## src/rtl/sda_to_par.sv

```systemverilog
// sda_to_par: receive end of a two-wire SCL/SDA link.
// Oversamples SCL/SDA on sclk, decodes START / data bits / STOP frames and
// presents each correctly framed word as binary plus one-hot decode.
//
// Ports:
//   sclk      in   system clock, all logic on its rising edge (>= 4x SCL rate)
//   rst       in   synchronous active-high reset
//   scl, sda  in   serial clock / data from the transmitter (asynchronous)
//   data      out  last correctly framed word (NBITS)
//   onehot    out  1 << data, all zero until the first valid frame (2**NBITS)
//   valid     out  one-cycle pulse when data/onehot update
//   busy      out  high from START until the frame ends (STOP or error)
//   frame_err out  one-cycle pulse on a malformed frame
module sda_to_par #(
  parameter int NBITS = 4
) (
  input  logic                    sclk,
  input  logic                    rst,
  input  logic                    scl,
  input  logic                    sda,
  output logic [NBITS-1:0]        data,
  output logic [(2**NBITS)-1:0]   onehot,
  output logic                    valid,
  output logic                    busy,
  output logic                    frame_err
);

  localparam int CW  = $clog2(NBITS + 1);
  localparam int OHW = 2**NBITS;
  localparam logic [CW-1:0] LP_NBITS = CW'(NBITS);

  typedef enum logic [1:0] {
    S_IDLE      = 2'd0,
    S_RECV      = 2'd1,
    S_WAIT_STOP = 2'd2
  } state_t;

  // One-hot decode of a received word.
  function automatic logic [OHW-1:0] f_onehot(input logic [NBITS-1:0] word);
    logic [OHW-1:0] v;
    v       = {OHW{1'b0}};
    v[word] = 1'b1;
    return v;
  endfunction

  // Synchronizer (m, s) and history (d) flops; idle bus is high.
  logic r_scl_m, r_scl_s, r_scl_d;
  logic r_sda_m, r_sda_s, r_sda_d;

  state_t           r_state,  w_state;
  logic [CW-1:0]    r_count,  w_count;
  logic [NBITS-1:0] r_shift,  w_shift;
  logic [NBITS-1:0] r_data,   w_data;
  logic [OHW-1:0]   r_onehot, w_onehot;
  logic             r_valid,  w_valid;
  logic             r_busy,   w_busy;
  logic             r_err,    w_err;

  logic             w_scl_rise, w_start_ev, w_stop_ev;
  logic [NBITS-1:0] w_shift_in;
  logic [CW-1:0]    w_count_inc;

  // Events are only recognised when SCL was stable high across both samples,
  // so SDA moving while SCL is low or changing never forms START/STOP.
  assign w_scl_rise  = r_scl_s & ~r_scl_d;
  assign w_start_ev  = r_scl_s & r_scl_d & r_sda_d & ~r_sda_s;
  assign w_stop_ev   = r_scl_s & r_scl_d & ~r_sda_d & r_sda_s;
  // Shift left, new bit at LSB; truncating cast keeps NBITS=1 legal.
  assign w_shift_in  = NBITS'({r_shift, r_sda_s});
  assign w_count_inc = r_count + {{(CW-1){1'b0}}, 1'b1};

  // Input synchronizers and history flops.
  always_ff @(posedge sclk) begin
    if (rst) begin
      r_scl_m <= 1'b1;
      r_scl_s <= 1'b1;
      r_scl_d <= 1'b1;
      r_sda_m <= 1'b1;
      r_sda_s <= 1'b1;
      r_sda_d <= 1'b1;
    end else begin
      r_scl_m <= scl;
      r_scl_s <= r_scl_m;
      r_scl_d <= r_scl_s;
      r_sda_m <= sda;
      r_sda_s <= r_sda_m;
      r_sda_d <= r_sda_s;
    end
  end

  // Frame FSM state and registered outputs.
  always_ff @(posedge sclk) begin
    if (rst) begin
      r_state  <= S_IDLE;
      r_count  <= {CW{1'b0}};
      r_shift  <= {NBITS{1'b0}};
      r_data   <= {NBITS{1'b0}};
      r_onehot <= {OHW{1'b0}};
      r_valid  <= 1'b0;
      r_busy   <= 1'b0;
      r_err    <= 1'b0;
    end else begin
      r_state  <= w_state;
      r_count  <= w_count;
      r_shift  <= w_shift;
      r_data   <= w_data;
      r_onehot <= w_onehot;
      r_valid  <= w_valid;
      r_busy   <= w_busy;
      r_err    <= w_err;
    end
  end

  // Next-state and next-output decode.
  always_comb begin
    w_state  = r_state;
    w_count  = r_count;
    w_shift  = r_shift;
    w_data   = r_data;
    w_onehot = r_onehot;
    w_valid  = 1'b0;
    w_busy   = r_busy;
    w_err    = 1'b0;
    case (r_state)
      S_IDLE: begin
        if (w_start_ev) begin
          w_state = S_RECV;
          w_busy  = 1'b1;
          w_count = {CW{1'b0}};
          w_shift = {NBITS{1'b0}};
        end else begin
          w_state = S_IDLE;
        end
      end
      S_RECV: begin
        if (w_start_ev) begin
          // Repeated start: restart the word, stay busy.
          w_err   = 1'b1;
          w_count = {CW{1'b0}};
          w_shift = {NBITS{1'b0}};
        end else if (w_stop_ev) begin
          w_err   = 1'b1;
          w_busy  = 1'b0;
          w_state = S_IDLE;
        end else if (w_scl_rise) begin
          w_shift = w_shift_in;
          w_count = w_count_inc;
          if (w_count_inc == LP_NBITS) begin
            w_state = S_WAIT_STOP;
          end else begin
            w_state = S_RECV;
          end
        end else begin
          w_state = S_RECV;
        end
      end
      S_WAIT_STOP: begin
        // An SCL rise here is the trailing low bit before STOP; ignored.
        if (w_stop_ev) begin
          w_data   = r_shift;
          w_onehot = f_onehot(r_shift);
          w_valid  = 1'b1;
          w_busy   = 1'b0;
          w_state  = S_IDLE;
        end else if (w_start_ev) begin
          w_err   = 1'b1;
          w_state = S_RECV;
          w_count = {CW{1'b0}};
          w_shift = {NBITS{1'b0}};
        end else begin
          w_state = S_WAIT_STOP;
        end
      end
      default: begin
        w_state = S_IDLE;
        w_busy  = 1'b0;
        w_count = {CW{1'b0}};
      end
    endcase
  end

  assign data      = r_data;
  assign onehot    = r_onehot;
  assign valid     = r_valid;
  assign busy      = r_busy;
  assign frame_err = r_err;

endmodule

```

## config.mk

```make
export PLATFORM = sky130hd
export DESIGN_NAME = sda_to_par
export DESIGN_NICKNAME = d
export VERILOG_FILES = /design/src/rtl/sda_to_par.sv
export SDC_FILE = /design/constraint.sdc
export NUM_CORES = 1
export LEC_CHECK = 0
export ABC_AREA = 1
export ABC_CLOCK_PERIOD_IN_PS = 1600
export BUFFER_PORTS_ARGS = -buffer_cell sky130_fd_sc_hd__buf_4
export CORE_UTILIZATION = 40
export CTS_CLUSTER_SIZE = 30
export DETAILED_ROUTE_END_ITERATION = 8
export HOLD_SLACK_MARGIN = 0.03
export PLACE_DENSITY = 0.62
export SLEW_MARGIN = 20
export SYNTH_ARGS = -nofsm -noshare
export SYNTH_HDL_FRONTEND = slang
export SYNTH_SLANG_ARGS = --single-unit
```

## constraint.sdc

```tcl
create_clock -name sclk -period 1.6 [get_ports sclk]
set_clock_uncertainty 0.2 [all_clocks]
set_input_delay 0.16 -clock sclk [delete_from_list [all_inputs] [get_ports sclk]]
set_output_delay 0.16 -clock sclk [all_outputs]
set_load 0.02 [all_outputs]
```

# Word level (Yosys, flattened, before mapping)
# Cells that the tools add are included.
totals:
  regBits: 38
  out_inout_bits: 23
  wordCells: 74
op_classes:
  addsub: 1
  magnitude_cmp: 2
  eq_ne: 8
  n_mux: 31
  bitwise_logic: 10
  reduce_logical: 8
op_table:
  columns: ["operator", "n"]
  rows:
  - ["$mux 4", 5]
  - ["$mux 3", 5]
  - ["$mux 2", 6]
  - ["$pmux 4 s3", 1]
  - ["$mux 1", 9]
  - ["$pmux 3 s3", 1]
  - ["$and 1x1->1", 6]
  - ["$ne 2x2->1 const B", 3]
  - ["$ne 3x3->1 const B", 2]
  - ["$pmux 2 s3", 1]
  - ["$lt 4x5->1 const B", 1]
  - ["$demux 1 s4", 1]
  - ["$ge 4x1->1 const B", 1]
  - ["$not 1->1", 4]
  - ["$reduce_and 2->1", 2]
  - ["$reduce_and 4->1", 1]
  - ["$add 3x1->3 const B", 1]
  - ["$eq 3x3->1 const B", 1]
  - ["$pmux 1 s3", 1]
  - ["$reduce_and 3->1", 1]
  - ["$reduce_bool 3->1", 1]
  - ["$eq 2x1->1 const B", 1]
  - ["$eq 2x2->1 const B", 1]
  - ["$logic_not 2->1", 1]
  - ["other kinds (3)", 3]

# Depth between registers and ports, before layout
# Gate-level depths: netlist of the first run.
logic_depth:
  word_depth: 7
  mapped_depth: 9

# Least setup slack after synthesis of the first run
# No wires, ideal clock.
synth_timing:
  path_kind: "register -> register"
  startpoint: "register r_state[0]"
  endpoint: "register r_shift[0]"
  arrival_ps: 1236
  setup_slack_ps: 51
  path_stages_with_launch: 8
  synth_period_minus_slack_ps: 1549
  cell_sequence: "dfxtp_1 > inv_1 > ha_1 > nand3_2 > buf_2 > nand4_1 > nor2_1 > nor2_1"
synth_via:
  elab_chain_len: 3
  word_cells_on_any_way: 9
  cone_classes: "eq/ne: 5; mux: 1; reduce/logical: 3"
synth_lines:
  columns: ["element", "line_no", "text"]
  rows:
  - ["start, declared", "50", "state_t r_state, w_state;"]
  - ["start signal, assigned", "103", "r_state <= w_state;"]
  - ["$eq 2x1->1 (tied with other cells)", "124", "case (r_state)"]
  - ["$ne 3x3->1 (no source line) (tied with other cells)", null, null]
  - ["$reduce_and 4->1 (no source line)", null, null]
  - ["end signal, assigned", "96", "r_shift <= {NBITS{1'b0}};"]
  - ["end signal, assigned", "105", "r_shift <= w_shift;"]
  - ["end, declared", "52", "logic [NBITS-1:0] r_shift, w_shift;"]
# Several ways; a longest one is shown, not always the timed one.
# A chain may end at the register's enable or synchronous reset.

# Worst setup path in the final report of the first run
layout_timing:
  startpoint: "register r_state[0]"
  endpoint: "register r_onehot[8] (netlist: onehot[8])"
layout_via:
  elab_chain_len: 2
layout_lines:
  columns: ["element", "line_no", "text"]
  rows:
  - ["$eq 2x2->1", "124", null]
  - ["$reduce_and 2->1 (no source line)", null, null]
  - ["end signal, assigned", "98", "r_onehot <= {OHW{1'b0}};"]
  - ["end signal, assigned", "107", "r_onehot <= w_onehot;"]
  - ["end, declared", "54", "logic [OHW-1:0] r_onehot, w_onehot;"]
# No other way between the ends.

==> results of run 1 <==
==> flip-flops by register name (all words and copies together), names as in the netlist <==
name       flops
r_scl_s        1
r_scl_d        1
r_state        2
busy           1
r_scl_m        1
r_sda_m        1
r_count        3
valid          1
onehot        16
r_shift        4
r_sda_s        1
frame_err      1
r_sda_d        1
data           4
==> logic make-up (layout without fill, tap and decap cells) <==
group	count (synthesis)	in the layout	share of synthesized area (%)
AOI/OAI and AO/OA	35	35	11.01
adders and majority gates	6	6	4.464
buffers and inverters	35	76	9.226
DFF	38	38	45.24
and+or+nand+nor	103	103	30.06
==> layer usage <==
| layer | vias to the layer above | track usage [%] | wire [um] |
|---|---|---|---|
| met5 | - | 0 | 0 |
| met2 | 27 | 26.14 | 1565 |
| met4 | 0 | 6.649 | 47 |
| met1 | 641 | 25.31 | 1883 |
| met3 | 5 | 5.137 | 126 |
| li1 | 781 | - | - |
==> final timing paths <==
| check | to | slack [ns] |
|---|---|---|
| worst max-delay path | onehot[8] | 0.10 |
| worst min-delay path | r_sda_s | 0.21 |
| worst min register to register | r_sda_s | 0.21 |
| worst max register to register | onehot[8] | 0.10 |
==> cell type report <==
type	instances	area [sq um]	share of cell area [%]
clock buffers	6	82.58	3.848
clock inverters	2	12.51	0.5831
inverters	28	107.6	5.015
multi-input cells	144	793.3	36.97
flip-flops and latches	38	767.0	35.74
well taps	50	62.56	2.915
repair buffers	40	320.3	14.93
==> stage by stage <==
stage	hold slack (ns)	total power [mW]	setup slack, ns	instances
after floorplan	0.06381	1.129	0.05076	217
after global placement	0.1442	1.176	0.04008	296
after detailed placement	0.1478	1.179	-0.05688	296
after CTS	0.2105	1.882	0.01473	307
after global routing	0.2250	1.955	-0.01518	308
final	0.2090	1.864	0.1048	308
==> layout by cell type (no fill, tap or decap), types with 5 or more instances in the layout <==
cell type	count
sky130_fd_sc_hd__nand3_1	21
sky130_fd_sc_hd__nand2_1	42
sky130_fd_sc_hd__clkbuf_8	6
sky130_fd_sc_hd__o21ai_0	7
sky130_fd_sc_hd__nor2_1	21
sky130_fd_sc_hd__or2_2	5
sky130_fd_sc_hd__dfxtp_1	33
sky130_fd_sc_hd__inv_1	22
sky130_fd_sc_hd__o21ai_1	15
sky130_fd_sc_hd__buf_4	36
sky130_fd_sc_hd__dfxtp_2	5
sky130_fd_sc_hd__a21oi_1	9
==> critical path, delay by kind of cell, from the launching register on <==
family / cells / cell delay [ns]
AOI/OAI and AO/OA: 1 / 0.19
adders and majority gates: 1 / 0.17
buffers and inverters: 2 / 0.19
DFF: 1 / 0.34
and+or+nand+nor: 2 / 0.32
==> report_power, final <==
part           internal, mW  switching, mW
Sequential            0.970         0.0234
Combinational        0.0648          0.109
Clock                 0.347          0.351
Total                  1.38          0.483
==> timing repair <==
item / in CTS / in global routing
pin swaps: 0 / 1
hold buffers: 3 / 0
buffers inserted: 0 / 1
resized for setup: 5 / 11
endpoints found under the hold margin: 9 / 0
endpoints found under the setup margin: 21 / 26
==> out/results.txt, run 1 <==
Status: finished clean
Post-synth net total: 227
Final critical-path required period: 1.495 ns
Data arrival at the endpoint of the critical path: 1.51 ns
Number of buffers inserted during clock tree synthesis: 5
Area grow syn2layout: 27.60%
Total length of routed wires: 3.622 mm
Final Cycle Share: 93.45%
Root Buffer: sky130_fd_sc_hd__clkbuf_8
Core Area: 0.004029 sq mm
Antenna Diode Count: 0
Clk pin slew, worst setup/hold paths: 0.08 ns
Maximum Capacitance Violations: 0
Worst slew slack as a fraction of its limit: 84.14%
Worst path cell trace: inv_2 > ha_4 > nand3_2 > inv_4 > nand4_1 > o21ai_0
Clk Latency, worst-skew pair: 0.29 ns
Final cell utilization of the core: 53.26%
Main area contributors after synthesis: sky130_fd_sc_hd__dfxtp_1 45%, sky130_fd_sc_hd__nand2_1 9.6%, sky130_fd_sc_hd__nand3_1 6.5%, sky130_fd_sc_hd__inv_1 5.1%, sky130_fd_sc_hd__nor2_1 4.7%
Global Route Usage Sum: 18.14%
Setup violations, final: 0
Ratio of cells with drive above 1 in the final layout: 28.68%
Top cell type by total area after synthesis: sky130_fd_sc_hd__dfxtp_1
Post-Place Cell Area: 0.001977 sq mm
Count of flip-flops with a built-in enable after synthesis: 0
Cell Pwr Density: 868.9 mW/mm^2
Maximum frequency from static timing analysis: 668.8 MHz
Worst-Margin Slew: 0.2376 ns
Final setup TNS: 0 ns
Leakage dissipation: 0.9607 nW
TritonCTS clock tree: done
Cell area after technology mapping: 0.001682 sq mm
Critical path startpoint: r_state[0]
Type of origin of the critical path: register
Beginning of the worst register-to-register path: r_state[0]
Number of max-slew violations in the final report: 0
Classification of the worst setup path: register to register
Mean routed wirelength per cell: 11.76 um
Slowest library cell on the worst path: sky130_fd_sc_hd__dfxtp_2
Post-route DRC violation count: 0
Kind of path behind the tightest hold check: register to register
DR pass1 iterations: 4
Synthesis-stage register bit count: 38
Capturing element type of the critical path: register
Avg Synthesized Cell Area: 7.749 sq um
Vias/cell: 4.721
Most numerous cell in the Yosys netlist: sky130_fd_sc_hd__nand2_1
Effective utilization at floorplan: 41.74%
Cell types with the highest counts after synthesis: 43 x sky130_fd_sc_hd__nand2_1, 38 x sky130_fd_sc_hd__dfxtp_1, 23 x sky130_fd_sc_hd__inv_1, 22 x sky130_fd_sc_hd__nand3_1, 21 x sky130_fd_sc_hd__nor2_1
Last weighted congestion value of the routability-driven placer: 0.8079
Overall die height: 66.84 um
First DRT Iteration DRCs: 36
# rows: 23
Leftover overflow at the end of global routing: 0
Post-synthesis cell count: 217
Maximum fanout along the worst path: 5
Final-stage net count: 267
Initial antenna violation count: 0
Most used flip-flop cell after synthesis: sky130_fd_sc_hd__dfxtp_1
Sequential-to-total area share from yosys stat: 45.24%
Min-delay src: r_sda_m
Critical path data required time: 1.62 ns
Syn. warnings: 0
Fraction of registers with async set or reset after synthesis: 0%
Global-route wire length before repair: 6.009 mm
Detailed-route via count: 1454
Cell depth of the worst min-delay path: 1
HPWL reported at the end of detailed placement: 2.645 mm
Worst-case reg-to-reg path depth: 6
Ports: 27
Largest net degree at the start of global routing: 15
Post-route design area: 0.002146 sq mm
Floorplan die width: 66.84 um
Fin. Hold Viols: 0
Number of global-route vias before repair: 1349
Number of levels in the clock H-tree: 2
Post-synthesis cell type count: 22
CTS Buffer Depth: 2
Count of clock tree sinks: 38
Area share of the largest cell type after synthesis: 45.24%
Worst path max stage delay: 0.34 ns
Layout fillers: 419
Count of input and output buffers: 26
Max rail drop VDD: 0.5885 mV
Antenna violation net count after detailed routing: 0
Area of the die: 0.004468 sq mm
Power figures use the tool's default switching activity.
==> run 2: changes to the inputs <==
--- a/config.mk
+++ b/config.mk
@@ -12,6 +12,7 @@
 export CTS_CLUSTER_SIZE = 30
 export DETAILED_ROUTE_END_ITERATION = 8
 export HOLD_SLACK_MARGIN = 0.03
+export MAX_ROUTING_LAYER = met4
 export PLACE_DENSITY = 0.62
 export SLEW_MARGIN = 20
 export SYNTH_ARGS = -nofsm -noshare
==> out/results.txt, run 2 (synthesized netlist as in run 1, its figures left out) <==
Layout fillers: 419 (unchanged)
Worst-Margin Slew: 0.2377 ns (was 0.2376 ns)
Worst slew slack as a fraction of its limit: 84.13% (was 84.14%)
Max rail drop VDD: 0.5888 mV (was 0.5885 mV)
Cell Pwr Density: 869.5 mW/mm^2 (was 868.9 mW/mm^2)
Count of non-filler cells in the finished layout: 308 (unchanged)
Ports: 27 (unchanged)
Maximum fanout along the worst path: 5 (unchanged)
Vias/cell: 4.734 (was 4.721)
Antenna Diode Count: 0 (unchanged)
Beginning of the worst register-to-register path: r_state[0] (unchanged)
Detailed-route via count: 1458 (was 1454)
Number of global-route vias before repair: 1348 (was 1349)
Status: finished clean (unchanged)
Ratio of cells with drive above 1 in the final layout: 28.68% (unchanged)
Effective utilization at floorplan: 41.74% (unchanged)
Final critical-path required period: 1.496 ns (was 1.495 ns)
Placed Instances: 296 (unchanged)
Number of levels in the clock H-tree: 2 (unchanged)
Min-delay src: r_sda_m (unchanged)
# rows: 23 (unchanged)
Initial antenna violation count: 0 (unchanged)
Kind of path behind the tightest hold check: register to register (unchanged)
Mean routed wirelength per cell: 11.80 um (was 11.76 um)
Worst path cell trace: inv_2 > ha_4 > nand3_2 > inv_4 > nand4_1 > o21ai_0 (unchanged)
Count of input and output buffers: 26 (unchanged)
Maximum frequency from static timing analysis: 668.4 MHz (was 668.8 MHz)
Post-route DRC violation count: 0 (unchanged)
Area grow syn2layout: 27.60% (unchanged)
Floorplan die width: 66.84 um (unchanged)
Number of max-slew violations in the final report: 0 (unchanged)
Count of clock tree sinks: 38 (unchanged)
Commonest non-fill, non-tap cells in the layout: 42 x sky130_fd_sc_hd__nand2_1, 36 x sky130_fd_sc_hd__buf_4, 33 x sky130_fd_sc_hd__dfxtp_1, 22 x sky130_fd_sc_hd__inv_1 (unchanged)
Final Hold Slack: 0.2090 ns (unchanged)
Final Cycle Share: 93.51% (was 93.45%)
DR pass1 iterations: 4 (unchanged)
Type of origin of the critical path: register (unchanged)
Leakage dissipation: 0.9607 nW (unchanged)
Antenna violation net count after detailed routing: 0 (unchanged)
HPWL reported at the end of detailed placement: 2.645 mm (unchanged)
Worst path max stage delay: 0.34 ns (about the same)
Root Buffer: sky130_fd_sc_hd__clkbuf_8 (unchanged)
Capturing element type of the critical path: register (unchanged)
Final-stage net count: 267 (unchanged)
TritonCTS clock tree: done (unchanged)
Setup violations, final: 0 (unchanged)
Final cell utilization of the core: 53.26% (unchanged)
Commonest non-fill, non-tap cell in the layout: sky130_fd_sc_hd__nand2_1 (unchanged)
Critical path data required time: 1.62 ns (about the same)
Final setup TNS: 0 ns (unchanged)
Flip-flop count of the largest register, all copies and words added: 16 (unchanged)
Fin. Hold Viols: 0 (unchanged)
Last weighted congestion value of the routability-driven placer: 0.8197 (was 0.8079)
Largest net degree at the start of global routing: 15 (unchanged)
Area of the die: 0.004468 sq mm (unchanged)
Clk Latency, worst-skew pair: 0.29 ns (about the same)
Overall die height: 66.84 um (unchanged)
CTS Buffer Depth: 2 (unchanged)
Classification of the worst setup path: register to register (unchanged)
Critical path startpoint: r_state[0] (unchanged)
First DRT Iteration DRCs: 36 (unchanged)
Clk pin slew, worst setup/hold paths: 0.08 ns (about the same)
Total length of routed wires: 3.634 mm (was 3.622 mm)
Global Route Usage Sum: 18.62% (was 18.14%)
Global-route wire length before repair: 6.009 mm (unchanged)
Core Area: 0.004029 sq mm (unchanged)
Data arrival at the endpoint of the critical path: 1.51 ns (about the same)
Number of buffers inserted during clock tree synthesis: 5 (unchanged)
Maximum Capacitance Violations: 0 (unchanged)
Leftover overflow at the end of global routing: 0 (unchanged)
Slowest library cell on the worst path: sky130_fd_sc_hd__dfxtp_2 (unchanged)
[run 2: power by group]
| group | switching [mW] | total [mW] | internal (mW) |
|---|---|---|---|
| combinational | 0.109 | 0.174 | 0.0648 |
| sequential | 0.0236 | 0.993 | 0.970 |
| clock | 0.352 | 0.698 | 0.347 |
[run 2: metrics by stage]
step / worst slack, ns / total power [mW] / area (sq um)
floorplan: 0.05076 / 1.129 / 1682
global placement: 0.04008 / 1.176 / 1977
detailed placement: -0.05688 / 1.179 / 1977
CTS: 0.01473 / 1.882 / 2117
global route: -0.01518 / 1.955 / 2146
finish: 0.1039 / 1.866 / 2146
[run 2: layer usage]
metal / GRT usage, % / routed length (um)
met1: 25.52 / 1901
met2: 26.14 / 1576
met3: 4.795 / 112
met4: 6.649 / 43
met5: - / 0
[run 2: worst max-delay path, delay by kind of cell (launching register included)]
kind / cells / cell delay, ns
and+or+nand+nor: 2 / 0.32
adders and majority gates: 1 / 0.17
buffers and inverters: 2 / 0.19
DFF: 1 / 0.34
AOI/OAI and AO/OA: 1 / 0.19
[run 2: final cells by class]
cell class | count | area (sq um) | share of cell area, %
multi-input cells | 144 | 793.3 | 36.97
clock buffers | 6 | 82.58 | 3.848
well taps | 50 | 62.56 | 2.915
clock inverters | 2 | 12.51 | 0.5831
repair buffers | 40 | 320.3 | 14.93
inverters | 28 | 107.6 | 5.015
flip-flops and latches | 38 | 767.0 | 35.74
[run 2: path summary, 6_finish.rpt]
kind / end / slack (ns) / cells past startpoint
max: onehot[8] / 0.10 / 6
min: r_sda_s / 0.21 / 1
max reg2reg: onehot[8] / 0.10 / 6
min reg2reg: r_sda_s / 0.21 / 1
[run 2: repair_timing]
item / CTS / global route
pin swaps: 0 / 1
gates resized for setup: 5 / 11
hold endpoints to repair: 9 / 0
hold buffers: 3 / 0
endpoints found under the setup margin: 21 / 26
setup buffers: 0 / 1
==> run 3: changes to the inputs <==
--- a/config.mk
+++ b/config.mk
@@ -7,13 +7,14 @@
 export LEC_CHECK = 0
 export ABC_AREA = 1
 export ABC_CLOCK_PERIOD_IN_PS = 1600
-export BUFFER_PORTS_ARGS = -buffer_cell sky130_fd_sc_hd__buf_4
 export CORE_UTILIZATION = 40
+export CTS_CLUSTER_DIAMETER = 80
 export CTS_CLUSTER_SIZE = 30
 export DETAILED_ROUTE_END_ITERATION = 8
+export DONT_BUFFER_PORTS = 1
 export HOLD_SLACK_MARGIN = 0.03
 export MAX_ROUTING_LAYER = met4
-export PLACE_DENSITY = 0.62
+export PLACE_DENSITY = 0.56
 export SLEW_MARGIN = 20
 export SYNTH_ARGS = -nofsm -noshare
 export SYNTH_HDL_FRONTEND = slang
==> out/results.txt, run 3 (synthesized netlist as in run 1, its figures left out) <==
Last weighted congestion value of the routability-driven placer: 0.8952 (was 0.8197)
Overall die height: 66.84 um (unchanged)
Final critical-path required period: 1.528 ns (was 1.496 ns)
Global-route wire length before repair: 5.823 mm (was 6.009 mm)
Leakage dissipation: 0.8638 nW (was 0.9607 nW)
Total length of routed wires: 3.514 mm (was 3.634 mm)
Routed met2 length: 1.468 mm (was 1.576 mm)
Final-stage net count: 246 (was 267)
Area grow syn2layout: 20.39% (was 27.60%)
Number of max-slew violations in the final report: 0 (unchanged)
Largest net degree at the start of global routing: 19 (was 15)
Commonest non-fill, non-tap cells in the layout: 41 x sky130_fd_sc_hd__nand2_1, 36 x sky130_fd_sc_hd__dfxtp_1, 22 x sky130_fd_sc_hd__inv_1, 21 x sky130_fd_sc_hd__nor2_1, 21 x sky130_fd_sc_hd__nand3_1 (was 42 x sky130_fd_sc_hd__nand2_1, 36 x sky130_fd_sc_hd__buf_4, 33 x sky130_fd_sc_hd__dfxtp_1, 22 x sky130_fd_sc_hd__inv_1)
Maximum frequency from static timing analysis: 654.6 MHz (was 668.4 MHz)
Leftover overflow at the end of global routing: 0 (unchanged)
Floorplan die width: 66.84 um (unchanged)
CTS Buffer Depth: 2 (unchanged)
Antenna violation net count after detailed routing: 0 (unchanged)
Met3 Wirelength: 183 um (was 112 um)
Flip-flop count of the largest register, all copies and words added: 16 (unchanged)
Post-route DRC violation count: 0 (unchanged)
Critical path data required time: 1.57 ns (was 1.62 ns)
Kind of path behind the tightest hold check: register to register (unchanged)
First DRT Iteration DRCs: 66 (was 36)
Mean routed wirelength per cell: 12.24 um (was 11.80 um)
Type of origin of the critical path: register (unchanged)
Classification of the worst setup path: register to register (unchanged)
Maximum fanout along the worst path: 2 (was 5)
Effective utilization at floorplan: 41.74% (unchanged)
Capturing element type of the critical path: register (unchanged)
Maximum Capacitance Violations: 0 (unchanged)
Fin. Hold Viols: 0 (unchanged)
Number of global-route vias before repair: 1207 (was 1348)
Vias/cell: 4.732 (was 4.734)
Clk Latency, worst-skew pair: 0.30 ns (was 0.29 ns)
Count of non-filler cells in the finished layout: 287 (was 308)
Count of clock tree sinks: 38 (unchanged)
Max rail drop VDD: 0.8271 mV (was 0.5888 mV)
Antenna Diode Count: 0 (unchanged)
Ratio of cells with drive above 1 in the final layout: 21.52% (was 28.68%)
Detailed-route via count: 1358 (was 1458)
Setup violations, final: 0 (unchanged)
Worst-Margin Slew: 0.3704 ns (was 0.2377 ns)
Commonest non-fill, non-tap cell in the layout: sky130_fd_sc_hd__nand2_1 (unchanged)
Number of buffers inserted during clock tree synthesis: 5 (unchanged)
Number of levels in the clock H-tree: 2 (unchanged)
Core Area: 0.004029 sq mm (unchanged)
Count of input and output buffers: 0 (was 26)
Placed Instances: 275 (was 296)
Status: finished clean (unchanged)
Area of the die: 0.004468 sq mm (unchanged)
DRT met1 WL: 1.796 mm (was 1.901 mm)
Final Cycle Share: 95.47% (was 93.51%)
Data arrival at the endpoint of the critical path: 1.50 ns (was 1.51 ns)
HPWL reported at the end of detailed placement: 2.524 mm (was 2.645 mm)
Global Route Usage Sum: 18.26% (was 18.62%)
Initial antenna violation count: 0 (unchanged)
TritonCTS clock tree: done (unchanged)
Pre-CTS worst setup slack: 0.01446 ns (was -0.05688 ns)
Unrepaired setup endpoints after global routing: no
# rows: 23 (unchanged)
Worst slew slack as a fraction of its limit: 75.22% (was 84.13%)
Worst path setup slack after routing: 0.07242 ns (was 0.1039 ns)
Cell Pwr Density: 1060 mW/mm^2 (was 869.5 mW/mm^2)
Clk pin slew, worst setup/hold paths: 0.08 ns (about the same)
Root Buffer: sky130_fd_sc_hd__clkbuf_8 (unchanged)
DR pass1 iterations: 4 (unchanged)
Ports: 27 (unchanged)
Highest metal layer used by the detailed router: met4 (unchanged)
==> run 3: cell count changes in the layout (fill, tap and decap cells not counted), sizes merged <==
cell,delta
clkbuf,-1
buf,-21
clkinvlp,-1
bufinv,+2
==> run 3: worst max-delay path, stage by stage, from the launching register on <==
cell                       delay [ns]
sky130_fd_sc_hd__dfxtp_2         0.33
sky130_fd_sc_hd__inv_1           0.06
sky130_fd_sc_hd__buf_4           0.14
sky130_fd_sc_hd__ha_1            0.20
sky130_fd_sc_hd__buf_4           0.14
sky130_fd_sc_hd__o211ai_1        0.16
sky130_fd_sc_hd__nand2_1         0.07
sky130_fd_sc_hd__nand2_1         0.06
sky130_fd_sc_hd__a21oi_1         0.06
==> run 3: cell type report <==
class / instances / area, sq um
Tap cell: 50 / 62.56
Clock buffer: 5 / 68.82
Fill cell: 407 / 2004
Sequential cell: 38 / 763.2
Inverter: 28 / 107.6
Timing Repair Buffer: 19 / 150.1
Multi-Input combinational cell: 144 / 803.3
Clock inverter: 3 / 68.82
==> run 3: through the flow <==
| step | instance area (sq um) | setup TNS, ns | hold WS, ns | total power, mW | util (%) |
|---|---|---|---|---|---|
| after floorplan | 1682 | 0 | 0.06381 | 1.129 | - |
| after global routing | 2024 | 0 | 0.2193 | 2.241 | 50.25 |
| after detailed placement | 1807 | 0 | 0.03206 | 1.175 | 44.84 |
| after CTS | 1979 | 0 | 0.2110 | 2.170 | 49.13 |
| final | 2024 | 0 | 0.2090 | 2.147 | 50.25 |
| after global placement | 1807 | -0.02185 | 0.03223 | 1.175 | 44.84 |
==> run 3: what timing repair did <==
item / 4_1_cts / 5_1_grt
buffers inserted: 0 / 1
pin swaps: 0 / 1
cloned: 0 / 0
hold buffers: 3 / 0
setup endpoints to repair: 3 / 22
hold endpoints to repair: 10 / 0
gates resized for setup: 1 / 14
==> run 3: report_power, final <==
group	total (mW)	internal (mW)	switching [mW]
sequential	0.991	0.969	0.0214
combinational	0.179	0.0657	0.113
clock	0.977	0.625	0.352
total	2.15	1.66	0.487
==> run 3: worst paths after layout <==
check	start	endpoint	slack, ns	cells after the start
max	r_state[0]	r_state[0]	0.07	8
min	r_scl_m	r_scl_s	0.21	1
max reg2reg	r_state[0]	r_state[0]	0.07	8
min reg2reg	r_scl_m	r_scl_s	0.21	1
==> run 3: layer usage <==
layer	vias up	GRT usage, %
li1	740	-
met1	587	24.71
met2	24	24.62
met3	7	6.164
met4	0	7.181
met5	-	-
